<file path="config.mk">
export PLATFORM = sky130hd
export DESIGN_NAME = trng_collector
export DESIGN_NICKNAME = d
export VERILOG_FILES = /design/src/rtl/trng_collector.sv
export SDC_FILE = /design/constraint.sdc
export NUM_CORES = 1
export LEC_CHECK = 0
export BUFFER_PORTS_ARGS = -buffer_cell sky130_fd_sc_hd__buf_2
export CAP_MARGIN = 10
export CORE_UTILIZATION = 53
export DETAILED_ROUTE_END_ITERATION = 8
export HOLD_SLACK_MARGIN = 0.06
export PLACE_DENSITY = 0.8
export SYNTH_ARGS = -nofsm -noshare
export SYNTH_HDL_FRONTEND = slang
export SYNTH_SLANG_ARGS = --single-unit
export TNS_END_PERCENT = 1
</file>
<file path="constraint.sdc">
create_clock -name clk -period 2.5 [get_ports clk]
set_clock_uncertainty 0.05 [all_clocks]
set_input_delay 0.125 -clock clk [delete_from_list [all_inputs] [get_ports clk]]
set_output_delay 0.125 -clock clk [all_outputs]
set_load 0.02 [all_outputs]
</file>
<file path="src/rtl/trng_collector.sv">
// trng_collector
//   Multi-channel entropy collector for the ring-oscillator random source.
//   Each ring-oscillator output is brought into the clk domain through a
//   two-flop synchroniser. The enabled channels are XOR-combined into one raw
//   bit, which is sampled once every SAMPLE_DIV cycles while en=1. Each sample
//   either goes straight into the byte packer (debias=0) or through a von
//   Neumann pair filter (debias=1). Completed bytes, first sampled bit in the
//   MSB, are queued in a small first-word-fall-through FIFO.
//
//   Optional build macro: HEALTH_TEST_EN adds a repetition-count test on the
//   raw sample stream. Without it, health_fail is tied to 0.
//
// Ports
//   clk          system clock
//   rst_n        asynchronous active-low reset
//   ro_in        raw ring-oscillator outputs, asynchronous to clk
//   ch_en        per-channel enable mask (synchronous)
//   en           collector enable; when low the sample counter holds at 0
//   debias       1 = von Neumann debiasing, 0 = raw XOR bits
//   clr          synchronous clear of FIFO, bit count, pair state and flags
//   data         FIFO head byte (0 when empty)
//   valid        FIFO non-empty
//   ready        consumer accepts data when valid & ready
//   overflow     sticky: a completed byte was dropped because the FIFO was full
//   health_fail  sticky repetition-count failure
module trng_collector #(
    parameter int unsigned NUM_RO     = 4,
    parameter int unsigned SAMPLE_DIV = 16,
    parameter int unsigned FIFO_DEPTH = 4,
    parameter int unsigned RCT_LIMIT  = 32
) (
    input  logic              clk,
    input  logic              rst_n,
    input  logic [NUM_RO-1:0] ro_in,
    input  logic [NUM_RO-1:0] ch_en,
    input  logic              en,
    input  logic              debias,
    input  logic              clr,
    output logic [7:0]        data,
    output logic              valid,
    input  logic              ready,
    output logic              overflow,
    output logic              health_fail
);

    localparam int unsigned CW = $clog2(SAMPLE_DIV);
    localparam int unsigned AW = $clog2(FIFO_DEPTH);
    localparam logic [CW-1:0] CNT_MAX = CW'(SAMPLE_DIV - 1);

    if (NUM_RO == 0 || NUM_RO > 8 || SAMPLE_DIV < 2 || FIFO_DEPTH < 2 ||
        (FIFO_DEPTH & (FIFO_DEPTH - 1)) != 0 || RCT_LIMIT < 2) begin : g_param_check
        $error("trng_collector: illegal parameter value");
    end

    typedef enum logic {
        PAIR_A,
        PAIR_B
    } pair_state_e;

    logic [NUM_RO-1:0] sync1_q, sync1_d;
    logic [NUM_RO-1:0] sync2_q, sync2_d;
    logic [CW-1:0]     cnt_q, cnt_d;
    pair_state_e       pair_q, pair_d;
    logic              pair_bit_q, pair_bit_d;
    logic              debias_prev_q, debias_prev_d;
    // Only the seven most recent bits are kept; the eighth is taken straight
    // from the emitting bit when the byte is pushed.
    logic [6:0]        shift_q, shift_d;
    logic [3:0]        bcnt_q, bcnt_d;
    logic [7:0]        mem_q [FIFO_DEPTH];
    logic [7:0]        mem_d [FIFO_DEPTH];
    logic [AW:0]       wr_ptr_q, wr_ptr_d;
    logic [AW:0]       rd_ptr_q, rd_ptr_d;
    logic              overflow_q, overflow_d;

    logic              raw_bit;
    logic              tick;
    logic              emit;
    logic              emit_bit;
    logic              byte_done;
    logic [7:0]        push_byte;
    logic              push_req;
    logic              push_block;
    logic              do_push;
    logic              do_pop;
    logic              fifo_empty;
    logic              fifo_full;

    always_comb begin
        sync1_d = ro_in;
        sync2_d = sync1_q;
        raw_bit = ^(sync2_q & ch_en);
        tick    = en && (cnt_q == CNT_MAX);

        if (!en || tick) begin
            cnt_d = '0;
        end else begin
            cnt_d = cnt_q + CW'(1);
        end
    end

    // Bit source: raw samples directly, or von Neumann pairs. A change of
    // mode abandons any half-collected pair but leaves the partial byte alone.
    always_comb begin
        pair_d        = pair_q;
        pair_bit_d    = pair_bit_q;
        debias_prev_d = debias;
        emit          = 1'b0;
        emit_bit      = 1'b0;

        if (tick && !debias) begin
            emit     = 1'b1;
            emit_bit = raw_bit;
        end

        if (debias != debias_prev_q) begin
            pair_d = PAIR_A;
        end else if (tick && debias) begin
            case (pair_q)
                PAIR_A: begin
                    pair_bit_d = raw_bit;
                    pair_d     = PAIR_B;
                end
                PAIR_B: begin
                    pair_d = PAIR_A;
                    // 01 emits 0, 10 emits 1: the first bit of a differing pair
                    if (pair_bit_q != raw_bit) begin
                        emit     = 1'b1;
                        emit_bit = pair_bit_q;
                    end
                end
                default: pair_d = PAIR_A;
            endcase
        end

        if (clr) begin
            pair_d = PAIR_A;
        end
    end

    // Byte packer and FIFO.
    always_comb begin
        shift_d   = shift_q;
        bcnt_d    = bcnt_q;
        byte_done = 1'b0;
        push_byte = {shift_q, emit_bit};

        if (emit) begin
            shift_d = {shift_q[5:0], emit_bit};
            if (bcnt_q == 4'd7) begin
                bcnt_d    = '0;
                byte_done = 1'b1;
            end else begin
                bcnt_d = bcnt_q + 4'd1;
            end
        end

        fifo_empty = (wr_ptr_q == rd_ptr_q);
        fifo_full  = (wr_ptr_q[AW-1:0] == rd_ptr_q[AW-1:0]) &&
                     (wr_ptr_q[AW] != rd_ptr_q[AW]);
        valid      = !fifo_empty;
        data       = fifo_empty ? '0 : mem_q[rd_ptr_q[AW-1:0]];

        do_pop   = valid && ready;
        push_req = byte_done && !push_block;
        // When full, a simultaneous pop frees the head slot, which is the
        // very slot the write pointer addresses.
        do_push  = push_req && (!fifo_full || do_pop);

        mem_d = mem_q;
        if (do_push) begin
            mem_d[wr_ptr_q[AW-1:0]] = push_byte;
        end
        wr_ptr_d   = wr_ptr_q + (AW+1)'(do_push);
        rd_ptr_d   = rd_ptr_q + (AW+1)'(do_pop);
        overflow_d = overflow_q | (push_req && fifo_full && !do_pop);

        if (clr) begin
            bcnt_d     = '0;
            wr_ptr_d   = '0;
            rd_ptr_d   = '0;
            overflow_d = 1'b0;
        end
    end

    assign overflow = overflow_q;

    always_ff @(posedge clk or negedge rst_n) begin
        if (!rst_n) begin
            sync1_q       <= '0;
            sync2_q       <= '0;
            cnt_q         <= '0;
            pair_q        <= PAIR_A;
            pair_bit_q    <= 1'b0;
            debias_prev_q <= 1'b0;
            shift_q       <= '0;
            bcnt_q        <= '0;
            wr_ptr_q      <= '0;
            rd_ptr_q      <= '0;
            overflow_q    <= 1'b0;
            for (int unsigned i = 0; i < FIFO_DEPTH; i++) begin
                mem_q[i] <= '0;
            end
        end else begin
            sync1_q       <= sync1_d;
            sync2_q       <= sync2_d;
            cnt_q         <= cnt_d;
            pair_q        <= pair_d;
            pair_bit_q    <= pair_bit_d;
            debias_prev_q <= debias_prev_d;
            shift_q       <= shift_d;
            bcnt_q        <= bcnt_d;
            wr_ptr_q      <= wr_ptr_d;
            rd_ptr_q      <= rd_ptr_d;
            overflow_q    <= overflow_d;
            mem_q         <= mem_d;
        end
    end

`ifdef HEALTH_TEST_EN
    localparam int unsigned RW = $clog2(RCT_LIMIT + 1);
    localparam logic [RW-1:0] RCT_MAX = RW'(RCT_LIMIT);

    logic [RW-1:0] rct_cnt_q, rct_cnt_d;
    logic          rct_bit_q, rct_bit_d;
    logic          health_fail_q, health_fail_d;
    logic          rct_hit;

    // Run length of identical raw samples, saturating at the limit. A count
    // of 0 means no sample has been seen since reset.
    always_comb begin
        rct_cnt_d = rct_cnt_q;
        rct_bit_d = rct_bit_q;
        rct_hit   = 1'b0;
        if (tick) begin
            rct_bit_d = raw_bit;
            if (rct_cnt_q != '0 && raw_bit == rct_bit_q) begin
                if (rct_cnt_q != RCT_MAX) begin
                    rct_cnt_d = rct_cnt_q + RW'(1);
                end
            end else begin
                rct_cnt_d = RW'(1);
            end
            rct_hit = (rct_cnt_d == RCT_MAX);
        end
        health_fail_d = clr ? 1'b0 : (health_fail_q | rct_hit);
    end

    always_ff @(posedge clk or negedge rst_n) begin
        if (!rst_n) begin
            rct_cnt_q     <= '0;
            rct_bit_q     <= 1'b0;
            health_fail_q <= 1'b0;
        end else begin
            rct_cnt_q     <= rct_cnt_d;
            rct_bit_q     <= rct_bit_d;
            health_fail_q <= health_fail_d;
        end
    end

    // The byte completing on the failing sample is already suspect.
    assign push_block  = health_fail_q | rct_hit;
    assign health_fail = health_fail_q;
`else
    assign push_block  = 1'b0;
    assign health_fail = 1'b0;
`endif

endmodule

</file>
# Word-level counts from Yosys, hierarchy flattened
# Cells that the tools add are included.
# classes
addsub	4
n_lt_le_gt_ge	3
eq_ne	7
mux	30
n_bitwise	6
reduce_logical	20
# op_table
cell	n
$bwmux W32	1
$mux W8	4
$bmux W8 S2	1
$demux W8 S2	1
$mux W1	16
$mux W4	4
$logic_and A1 B1 Y1	9
$add A4 B1 Y4 const B	2
$add A3 B1 Y3	2
$ge A3 B3 Y1 const B	2
$mux W3	2
$not A2 Y3	2
$logic_not A1 Y1	5
$and A4 B4 Y4	1
$eq A4 B3 Y1 const B	1
$eq A4 B4 Y1 const B	1
$reduce_xor A4 Y1	1
$eq A3 B3 Y1	1
$lt A3 B1 Y1 const B	1
$ne A1 B1 Y1	3
$reduce_and A3 Y1	1
$reduce_bool A3 Y1	1
$eq A2 B2 Y1	1
$logic_or A1 B1 Y1	2
4 further kinds	5
# word_totals
reg_bits	65
input_bits	14
output_inout_bits	11
word_cells	85

# Depth between registers and ports, before layout
# Gate-level depths: netlist of run 1.
# logic_depth
depth_word	13
mapped_depth	10

# Worst setup path before layout of run 1
# Ideal clock, no wire load.
# synth_path
path_type	reg2reg
start	register cnt_q[0]
end	register wr_ptr_q[1]
setup_ns	0.132
t_arrival_ns	2.283
t_required_ns	2.318
setup_slack_ns	0.034
stages_incl_launch_ff	10
n_path_buf	1
path_cell_list	dfrtp_1 -> ha_1 -> nand4_1 -> or2_2 -> o31ai_4 -> clkbuf_1 -> nor2b_1 -> ha_1 -> ha_1 -> nor2b_1
# synth_between
elab_chain_len	12
elab_cells_between_ends	13
cone_classes	add/sub: 1; eq/ne: 1; mux: 7; reduce/logical: 4
# synth_lines
item	line	text
start, declared	62	logic [CW-1:0] cnt_q, cnt_d;
start signal, assigned	207	cnt_q <= cnt_d;
$eq A4 B4 Y1 *	93	tick = en && (cnt_q == CNT_MAX);
$logic_and A1 B1 Y1 *	93	
$logic_and A1 B1 Y1	111	if (tick && !debias) begin
$mux W1	111	
$mux W1	127	if (pair_bit_q != raw_bit) begin
$mux W1	119	case (pair_q)
$mux W1	118	end else if (tick && debias) begin
$mux W1 *	116	if (debias != debias_prev_q) begin
$mux W1 *	148	if (emit) begin
$logic_and A1 B1 Y1 *	168	do_push = push_req && (!fifo_full || do_pop);
$add A3 B1 Y3 *	174	wr_ptr_d = wr_ptr_q + (AW+1)'(do_push);
$mux W3 *	178	if (clr) begin
via wr_ptr_d[1]	72	logic [AW:0] wr_ptr_q, wr_ptr_d;
end signal, assigned	213	wr_ptr_q <= wr_ptr_d;
end, declared	72	
# Mark *: on every way through the listed nets, which the timed path passes. The rest lies on a longest branch.
# A chain may end at the register's enable or synchronous reset.

# Worst setup path in the final report of run 1
# layout_path
start	register sync2_q[1]
end	register mem_q[31] (netlist bit)
# layout_between
elab_chain_len	9
# layout_lines
item	line	text
start, declared	61	logic [NUM_RO-1:0] sync2_q, sync2_d;
start signal, assigned	206	sync2_q <= sync2_d;
$and A4 B4 Y4	92	raw_bit = ^(sync2_q & ch_en);
$reduce_xor A4 Y1	92	
$ne A1 B1 Y1	127	
$mux W1	127	
$mux W1	119	
$mux W1	118	
$mux W1	116	
$mux W1	148	
$logic_and A1 B1 Y1	168	
end signal, assigned	216	mem_q <= mem_d;
end, declared	70	logic [7:0] mem_q [FIFO_DEPTH];
# Every way passes these cells.

==> metrics.cfg, run 1 <==
[sta]
min_period_ns=2.41
finalCritPeriodShare_pct=96.4
fmax_ghz=0.415
setup_viol=0
timing.final.max_slew_violations=0
hold_violations=0
slew_headroom_pct=58.4
hold_ws_ns=0.0707
tightest_slew_ns=0.624
fin_ws_ns=0.0888
rsz0062_at_grt=no
finalSetupTns_ns=0

[cts]
path_clk_slew_ns=0.07
cts-root-buf=clkbuf_8
cts.htree.levels=3
cts.sinks=65
cts.path.max_buffers=2
cts_tree=done
cts-buffers-inserted=9
clock_latency_ns=0.34

[route]
vias_per_cell=5.35
routedWlPerCell_um=15.5
first_iter_violations=84
via_count=1793
final_antenna_net_count=0
drc=0
drtPass1Iterations=4
routed_wl_um=5180

[placed_design]
place_congestion=0.779
hpwlAfterDp_um=3440
place_inst=311
numPortBuffers=23
post-place-ws_ns=0.0723

[min_path]
whs_endpoint=bcnt_q[1]
min_path_cells=2
hold_path_class=in -> reg
holdCritStartpoint=clr

[pwr]
p_leak_nw=1.75
ir_drop_mv=0.358
p_per_area_mw_per_mm2=574

[cells_and_area]
antenna_cells=0
drive_gt1_share_pct=39.2
final_nets=281
stdcell_count=335
syn_to_final_growth_pct=17.9

[floorplanning]
rows=26
core_area_mm2=0.00527
dieArea_mm2=0.00593
die_h_um=77.0
ios=25
die_x_um=77.0
initial_core_util_pct=56.6

[status]
outcome=completed

[global_routing]
grt_max_degree=30
grt_usage_pct=20.3
grt_pass1_vias=1769
antenna_found_initial=0
globalRoute.totalOverflow=0
grt_pass1_wl_um=8820

[setup_path]
r2r_end=mem_q[31]
cp.arrival_ns=2.59
reg2reg_slack_ns=0.09
cp-start-kind=flip-flop
rr_worst_depth=7
cp_data_required_time_ns=2.68
timing.rr.start=sync2_q[1]
cp-end-kind=flip-flop
crit_type=reg -> reg
cp_max_fo=8

[yosys]
synth_top_area_cell=dfrtp_1
ys_ff_latch=65
synth_cells=214
synth_top_area_share_pct=54.6
yosysWarnings=0
synthTopCellsByArea=dfrtp_1 55%, mux2_2 11%, mux4_2 6.0%
syn_nets=234
synth_cell_types=37
synth_seq_area_share_pct=54.6
syn_area_mm2=0.00298
avgSynthCellArea_um2=13.9

[job]
cap_violations=0

[Yosys cell counts]
cell       n
clkbuf_1   3
ha_1       6
nand2_1   14
buf_6      1
mux2_1     4
a21oi_1    4
xnor2_1    7
buf_2      3
o221a_2    1
conb_1     1
xnor2_2    1
nand3_1    3
nor2b_1   15
nor4b_4    1
or4b_1     1
nor4bb_1   1
mux2i_1    2
dfrtp_1   65
o31ai_4    1
and3_1     3
mux2_2    28
xnor3_1    1
or2_2      1
nor3_1     3
a31oi_1    2
and2_1     1
inv_1      3
buf_4      1
nand4_1    2
nor2_1    11
mux2_4     8
a31o_2     1
o21ai_0    1
mux4_2     8
xor2_1     2
nand2b_1   3
nor3b_4    1
[timing repair]
action	in CTS	in global routing
endpoints found under the hold margin	37	0
endpoints found under the setup margin	0	18
resized for setup	0	2
hold buffers	7	0
buffers inserted	0	2
[power breakdown]
part,total (mW),internal (mW),switching (mW)
Sequential,1.07,1.06,0.00615
Combinational,0.0776,0.0309,0.0467
Clock,0.870,0.479,0.391
[final cells by class]
cell class / instances / area [um^2]
Fill cell: 386 / 1760
Multi-Input combinational cell: 138 / 1300
Timing Repair Buffer: 44 / 294
Inverter: 3 / 11.3
Clock inverter: 5 / 56.3
Sequential cell: 65 / 1630
Tap cell: 70 / 87.6
Clock buffer: 10 / 138
[kinds of logic after synthesis]
kind of cell               synth area share [%]
DFF                                        54.6
and+or+nand+nor                            11.5
muxes                                      22.8
xor gates and xnor gates                   3.94
buffers and inverters                      1.89
AOI/OAI and AO/OA                          2.64
adders and majority gates                  2.52
other                                     0.126
[registers in the layout, indices dropped and copies added (netlist names)]
name / count
overflow: 1
debias_prev_q: 1
mem_q: 32
sync2_q: 4
pair_q: 1
wr_ptr_q: 3
pair_bit_q: 1
cnt_q: 4
bcnt_q: 4
shift_q: 7
sync1_q: 4
rd_ptr_q: 3
[how the worst max path moves through the flow]
stage	startpoint	cells past startpoint	to	slack, ns
4_1_cts	cnt_q[0]	8	mem_q[10]	0.06
5_1_grt	sync2_q[0]	7	mem_q[25]	0.008
2_1_floorplan	cnt_q[0]	9	wr_ptr_q[1]	0.03
3_5_place_dp	cnt_q[0]	8	mem_q[10]	0.07
3_3_place_gp	sync2_q[1]	8	mem_q[11]	0.13
6_report	sync2_q[1]	7	mem_q[31]	0.09
[critical path, stage by stage (launching register included)]
cell     delay (ns)
dfrtp_1        0.32
nand2_1        0.08
xnor2_2        0.23
xnor3_1        0.38
o31ai_4        0.23
or4b_1         0.48
buf_4          0.22
mux2_4         0.31
[placed cells by master (no fill, tap or decap), types with 3 or more instances in the layout]
cell type | netlist | final
nand2b_1 | 3 | 3
nand3_1 | 3 | 3
mux2_4 | 8 | 8
mux4_2 | 8 | 8
buf_4 | 1 | 13
nor2_1 | 11 | 11
dfrtp_1 | 65 | 65
a21oi_1 | 4 | 4
ha_1 | 6 | 5
nand2_1 | 14 | 14
inv_1 | 3 | 3
nor3_1 | 3 | 3
dlygate4sd3_1 | 0 | 7
nor2b_1 | 15 | 15
buf_2 | 3 | 23
clkbuf_8 | 0 | 10
and3_1 | 3 | 3
mux2_1 | 4 | 4
mux2_2 | 28 | 28
xnor2_1 | 7 | 7
[layer usage]
layer  global-route usage, %  vias to the layer above  part of all wire, %
li1                        -                      845                    -
met1                    26.1                      902                   47
met2                    30.8                       33                   48
met3                    5.00                       13                  2.4
met4                    13.2                        0                  3.4
met5                       0                        -                    0
[stage by stage]
step | total power [mW] | instance area [um^2] | util [%]
global placement | 1.16 | 3230 | 61.3
floorplan | 1.12 | 2980 | -
finish | 2.02 | 3510 | 66.7
detailed placement | 1.16 | 3230 | 61.3
global route | 2.10 | 3510 | 66.7
CTS | 2.04 | 3490 | 66.3
Note: power is estimated with default switching activity, not from simulation.
==> inputs of run 2 (changes only) <==
BUFFER_PORTS_ARGS = -buffer_cell sky130_fd_sc_hd__buf_4   (was -buffer_cell sky130_fd_sc_hd__buf_2)
==> metrics.cfg, run 2 (synthesized netlist as in run 1, its figures left out) <==
[route]
vias_per_cell=5.41  ; +1.0%
drtPass1Iterations=4  ; unchanged
routedWlPerCell_um=15.8  ; +2.1%
drc=0  ; unchanged
routed_wl_um=5290  ; +2.1%
final_antenna_net_count=0  ; unchanged
via_count=1811  ; +1.0%
first_iter_violations=120  ; +43%

[sta]
fmax_ghz=0.424  ; +2.1%
setup_viol=0  ; unchanged
rsz0062_at_grt=yes
slew_headroom_pct=46.0  ; -12 points
finalSetupTns_ns=0  ; unchanged
timing.final.max_slew_violations=0  ; unchanged
finalCritPeriodShare_pct=94.4  ; -2.0 points
min_period_ns=2.36  ; -0.0501 ns
hold_violations=0  ; unchanged
hold_ws_ns=0.177  ; +0.107 ns
tightest_slew_ns=0.810  ; +0.186 ns

[cts]
path_clk_slew_ns=0.07  ; about the same
cts_tree=done
cts.path.max_buffers=2  ; unchanged
cts.htree.levels=3  ; unchanged
cts-buffers-inserted=9  ; unchanged
clock_latency_ns=0.33  ; about the same
cts.sinks=65  ; unchanged
post_cts_buffers=0  ; unchanged
cts-root-buf=clkbuf_8

[pwr]
switching_share_pct=19.0  ; -3.0 points
intPower_mw=1.96  ; +25%
ir_drop_mv=0.482  ; +35%
p_total_mw=2.42  ; +20%
p_leak_nw=1.79  ; +2.6%
seq_power_share_pct=44.1  ; -8.9 points
p_comb_share_pct=3.4  ; -0.4 points
p_per_area_mw_per_mm2=662  ; +15%
p_switching_mw=0.460  ; +3.7%
clockPowerShare_pct=52.5  ; +9.3 points

[cells_and_area]
reg_top3=mem_q (32), shift_q (7)
syn_to_final_growth_pct=22.9
largest_reg_flops=32  ; unchanged
n_fill_cell=367  ; -4.9%
multi_input_area_mm2=0.00130  ; unchanged
final_common_cell=dfrtp_1
top_register=mem_q
fin_area_mm2=0.00366  ; +4.2%
antenna_cells=0  ; unchanged
final_nets=280  ; -0.36%
seqCellArea_mm2=0.00163  ; unchanged
drive_gt1_share_pct=38.9  ; -0.38 points
layout_common_cells=65 x dfrtp_1, 34 x buf_4, 28 x mux2_2

[placed_design]
placed_cell_area_mm2=0.00329  ; +1.8%
numPortBuffers=23  ; unchanged
place_congestion=0.763  ; -2.2%
hpwlAfterDp_um=3440  ; -0.11%

[min_path]
holdCritStartpoint=ready
min_path_cells=4  ; +2
hold_path_class=in -> reg
whs_endpoint=overflow

[setup_path]
timing.rr.start=sync2_q[1]
cp_cell_sequence=nand2_1 -> xnor2_2 -> xnor3_1 -> o31ai_4 -> or4b_1 -> buf_4 -> mux2_4
cp.arrival_ns=2.53  ; -0.06 ns
cp-end-kind=flip-flop
crit_type=reg -> reg
max_stage_delay_ns=0.45  ; -0.03 ns
reg2reg_slack_ns=0.14  ; +0.05 ns
cp_slowest_cell=or4b_1
cp_max_fo=8  ; unchanged
rr_worst_depth=7  ; unchanged
r2r_end=mem_q[24]
crit_buf_inv=1  ; unchanged
cp-start-kind=flip-flop
cp_top_family=XOR/XNOR gates
cp_data_required_time_ns=2.67  ; about the same

[global_routing]
grt_pass1_wl_um=9240  ; +4.8%
grt_max_degree=66  ; +120%
grt_pass1_vias=1948  ; +10%
antenna_found_initial=0  ; unchanged
globalRoute.totalOverflow=0  ; unchanged
grt_usage_pct=20.7  ; +0.38 points

[floorplanning]
initial_core_util_pct=56.6  ; unchanged
rows=26  ; unchanged
ios=25  ; unchanged
die_h_um=77.0  ; unchanged
die_x_um=77.0  ; unchanged
dieArea_mm2=0.00593  ; unchanged
core_area_mm2=0.00527  ; unchanged

[job]
cap_violations=0  ; unchanged

[status]
outcome=completed

## run 2: power groups by stage
stage,registers (mW),clock network (mW),logic (mW)
after floorplan,1.09,0,0.0312
after global routing,1.07,1.34,0.0919
after CTS,1.07,1.30,0.0829
final,1.07,1.27,0.0822
after global placement,1.09,0,0.0711
after detailed placement,1.09,0,0.0727
## run 2: repair_timing
item | in CTS | in global routing
setup endpoints to repair | 0 | 17
hold buffers | 8 | 0
hold endpoints to repair | 84 | 0
resized for setup | 0 | 2
## run 2: metrics by stage
| step | std cells | util, % | setup slack, ns |
|---|---|---|---|
| CTS | 335 | 69.4 | 0.129 |
| floorplan | 214 | - | 0.0342 |
| finish | 335 | 69.5 | 0.139 |
| global placement | 311 | 62.4 | 0.187 |
| detailed placement | 311 | 62.4 | 0.145 |
| global route | 335 | 69.5 | -0.0106 |
## run 2: how the worst max path moves through the flow
stage	startpoint	end	slack [ns]	cells after the start
2_1_floorplan	cnt_q[0]	wr_ptr_q[1]	0.03	9
3_3_place_gp	sync2_q[0]	mem_q[26]	0.19	7
3_5_place_dp	sync2_q[0]	mem_q[14]	0.15	8
4_1_cts	sync2_q[0]	mem_q[8]	0.13	8
5_1_grt	cnt_q[0]	mem_q[11]	-0.01	8
6_report	sync2_q[1]	mem_q[24]	0.14	7
## run 2: area by class of cell
class,instances,share of cell area [%]
inverters,3,0.307
clock inverters,7,4.54
flip-flops and latches,65,44.4
multi-input cells,138,35.5
repair buffers,43,9.46
clock buffers,9,3.38
well taps,70,2.39
## run 2: worst reg2reg max path, stage by stage, from the launching register on
cell and delay (ns):
dfrtp_1 0.33, nand2_1 0.08, xnor2_2 0.23, xnor3_1 0.38, o31ai_4 0.21, or4b_1 0.45
buf_4 0.21, mux2_4 0.31
## run 2: layer usage
metal | vias up | wire length (um) | GRT usage, %
li1 | 844 | - | -
met5 | - | 0 | 0
met3 | 17 | 179 | 4.64
met1 | 906 | 2510 | 27.5
met2 | 44 | 2420 | 31.6
met4 | 0 | 178 | 11.5
==> inputs of run 3 (changes only) <==
PLACE_DENSITY = unset   (was 0.8)
PLACE_DENSITY_LB_ADDON = 0.2   (was unset)
==> metrics.cfg, run 3 (synthesized netlist as in run 1, its figures left out) <==
[cts]
path_clk_slew_ns=0.07  ; about the same
cts.path.max_buffers=2  ; unchanged
cts-buffers-inserted=9  ; unchanged
cts-root-buf=clkbuf_8
cts_tree=done
cts.sinks=65  ; unchanged
cts.htree.levels=3  ; unchanged
clock_latency_ns=0.35  ; +0.02 ns

[setup_path]
max_stage_delay_ns=0.45  ; about the same
r2r_end=mem_q[28]
cp.depth=7  ; unchanged
cp_data_required_time_ns=2.68  ; about the same
crit_buf_inv=1  ; unchanged
timing.rr.start=sync2_q[3]
cp_cell_sequence=nand2_1 -> xnor2_2 -> xnor3_1 -> o31ai_4 -> or4b_1 -> buf_4 -> mux2_4
cp_top_family=XOR/XNOR gates
crit_type=reg -> reg
cp-start-kind=flip-flop
rr_worst_depth=7  ; unchanged
cp_max_fo=8  ; unchanged
endpoint=mem_q[28]
cp_slowest_cell=or4b_1
reg2reg_slack_ns=0.14  ; about the same
cp.arrival_ns=2.54  ; about the same
cp-end-kind=flip-flop
startpoint=sync2_q[3]

[route]
drtPass1Iterations=4  ; unchanged
vias_per_cell=5.22  ; -3.4%
final_antenna_net_count=0  ; unchanged
drc=0  ; unchanged
routedWlPerCell_um=15.1  ; -4.3%
first_iter_violations=122  ; +1.7%
routed_wl_um=5040  ; -4.6%
via_count=1744  ; -3.7%

[placed_design]
placed_cell_area_mm2=0.00329  ; +0.15%
hpwlAfterDp_um=3220  ; -6.3%
numPortBuffers=23  ; unchanged
place_congestion=0.785  ; +2.9%

[pwr]
p_leak_nw=1.76  ; -1.6%
p_per_area_mw_per_mm2=590  ; -11%
ir_drop_mv=0.473  ; -1.8%

[sta]
tightest_slew_ns=0.801  ; -0.00905 ns
setup_viol=0  ; unchanged
slew_headroom_pct=46.6  ; +0.60 points
fmax_ghz=0.424  ; about the same
min_period_ns=2.36  ; -0.00208 ns
finalCritPeriodShare_pct=94.4  ; about the same
hold_violations=0  ; unchanged
finalSetupTns_ns=0  ; unchanged
timing.final.max_slew_violations=0  ; unchanged
rsz0062_at_grt=no

[cells_and_area]
largest_reg_flops=32  ; unchanged
top_register=mem_q
final_core_util_pct=68.3  ; -1.2 points
layout_common_cells=65 x dfrtp_1, 33 x buf_4, 28 x mux2_2
fin_area_mm2=0.00360  ; -1.7%
antenna_cells=0  ; unchanged
syn_to_final_growth_pct=20.8
drive_gt1_share_pct=39.0  ; +0.15 points
final_nets=279  ; -0.36%
final_common_cell=dfrtp_1
reg_top3=mem_q (32), shift_q (7)

[global_routing]
grt_usage_pct=20.0  ; -0.67 points
grt_pass1_wl_um=8850  ; -4.2%
antenna_found_initial=0  ; unchanged
grt_max_degree=66  ; unchanged
globalRoute.totalOverflow=0  ; unchanged
grt_pass1_vias=1877  ; -3.6%

[floorplanning]
core_area_mm2=0.00527  ; unchanged
rows=26  ; unchanged
die_h_um=77.0  ; unchanged
die_x_um=77.0  ; unchanged
initial_core_util_pct=56.6  ; unchanged
dieArea_mm2=0.00593  ; unchanged
ios=25  ; unchanged

[min_path]
hold_path_class=in -> reg

[job]
cap_violations=0  ; unchanged

[status]
outcome=completed

run 3: cell types whose count changed in the layout (fill, tap and decap cells not counted):
cell | previous run | this run
buf_12 | 0 | 1
bufinv_16 | 5 | 2
clkinv_2 | 0 | 2
buf_4 | 34 | 33
xnor2_1 | 7 | 6
xnor2_2 | 1 | 2
buf_6 | 1 | 0
clkinv_4 | 1 | 2
run 3: how the worst min path moves through the flow:
| stage | from | endpoint | slack [ns] | cells after the start |
|---|---|---|---|---|
| 2_1_floorplan | rst_n | bcnt_q[0] | -0.22 | 0 |
| 3_3_place_gp | ro_in[0] | sync1_q[0] | 0.18 | 1 |
| 3_5_place_dp | ro_in[3] | sync1_q[3] | 0.19 | 1 |
| 4_1_cts | ready | overflow | 0.11 | 4 |
| 5_1_grt | ready | overflow | 0.15 | 4 |
| 6_report | ready | overflow | 0.12 | 4 |
run 3: final cells by class:
class / instances / area (um^2)
fillers: 411 / 1670
clock inverters: 7 / 95.1
flip-flops and latches: 65 / 1630
clock buffers: 9 / 124
multi-input cells: 138 / 1310
inverters: 3 / 11.3
repair buffers: 42 / 348
well taps: 70 / 87.6
run 3: layer usage:
| layer | vias up | track usage, % | wire, um |
|---|---|---|---|
| met2 | 29 | 33.7 | 2530 |
| met5 | - | 0 | 0 |
| li1 | 846 | - | - |
| met4 | 0 | 6.23 | 67 |
| met3 | 7 | 6.79 | 188 |
| met1 | 862 | 24.4 | 2250 |
run 3: tightest hold or removal path, cell delays in order:
cell and delay (ns):
buf_4 0.09, nor3_1 0.06, a31oi_1 0.16, nor2_1 0.05
run 3: through the flow:
step	instances	setup slack, ns	power, mW	hold WS [ns]
after detailed placement	310	0.117	1.16	0.185
after global placement	310	0.148	1.16	0.184
after CTS	334	0.0944	2.16	0.112
final	334	0.141	2.13	0.123
after global routing	334	0.00832	2.21	0.148
after floorplan	214	0.0342	1.12	-0.221
run 3: power by group:
group	switching [mW]	internal [mW]	leakage, nW
registers	0.00589	1.06	0.885
clock network	0.414	0.560	0.109
logic	0.0460	0.0369	0.769
total	0.466	1.66	1.76
run 3: what timing repair did:
item,in CTS,in global routing
endpoints found under the hold margin,84,0
setup buffers,0,0
resized for setup,0,2
hold buffers,8,0
setup endpoints to repair,0,15
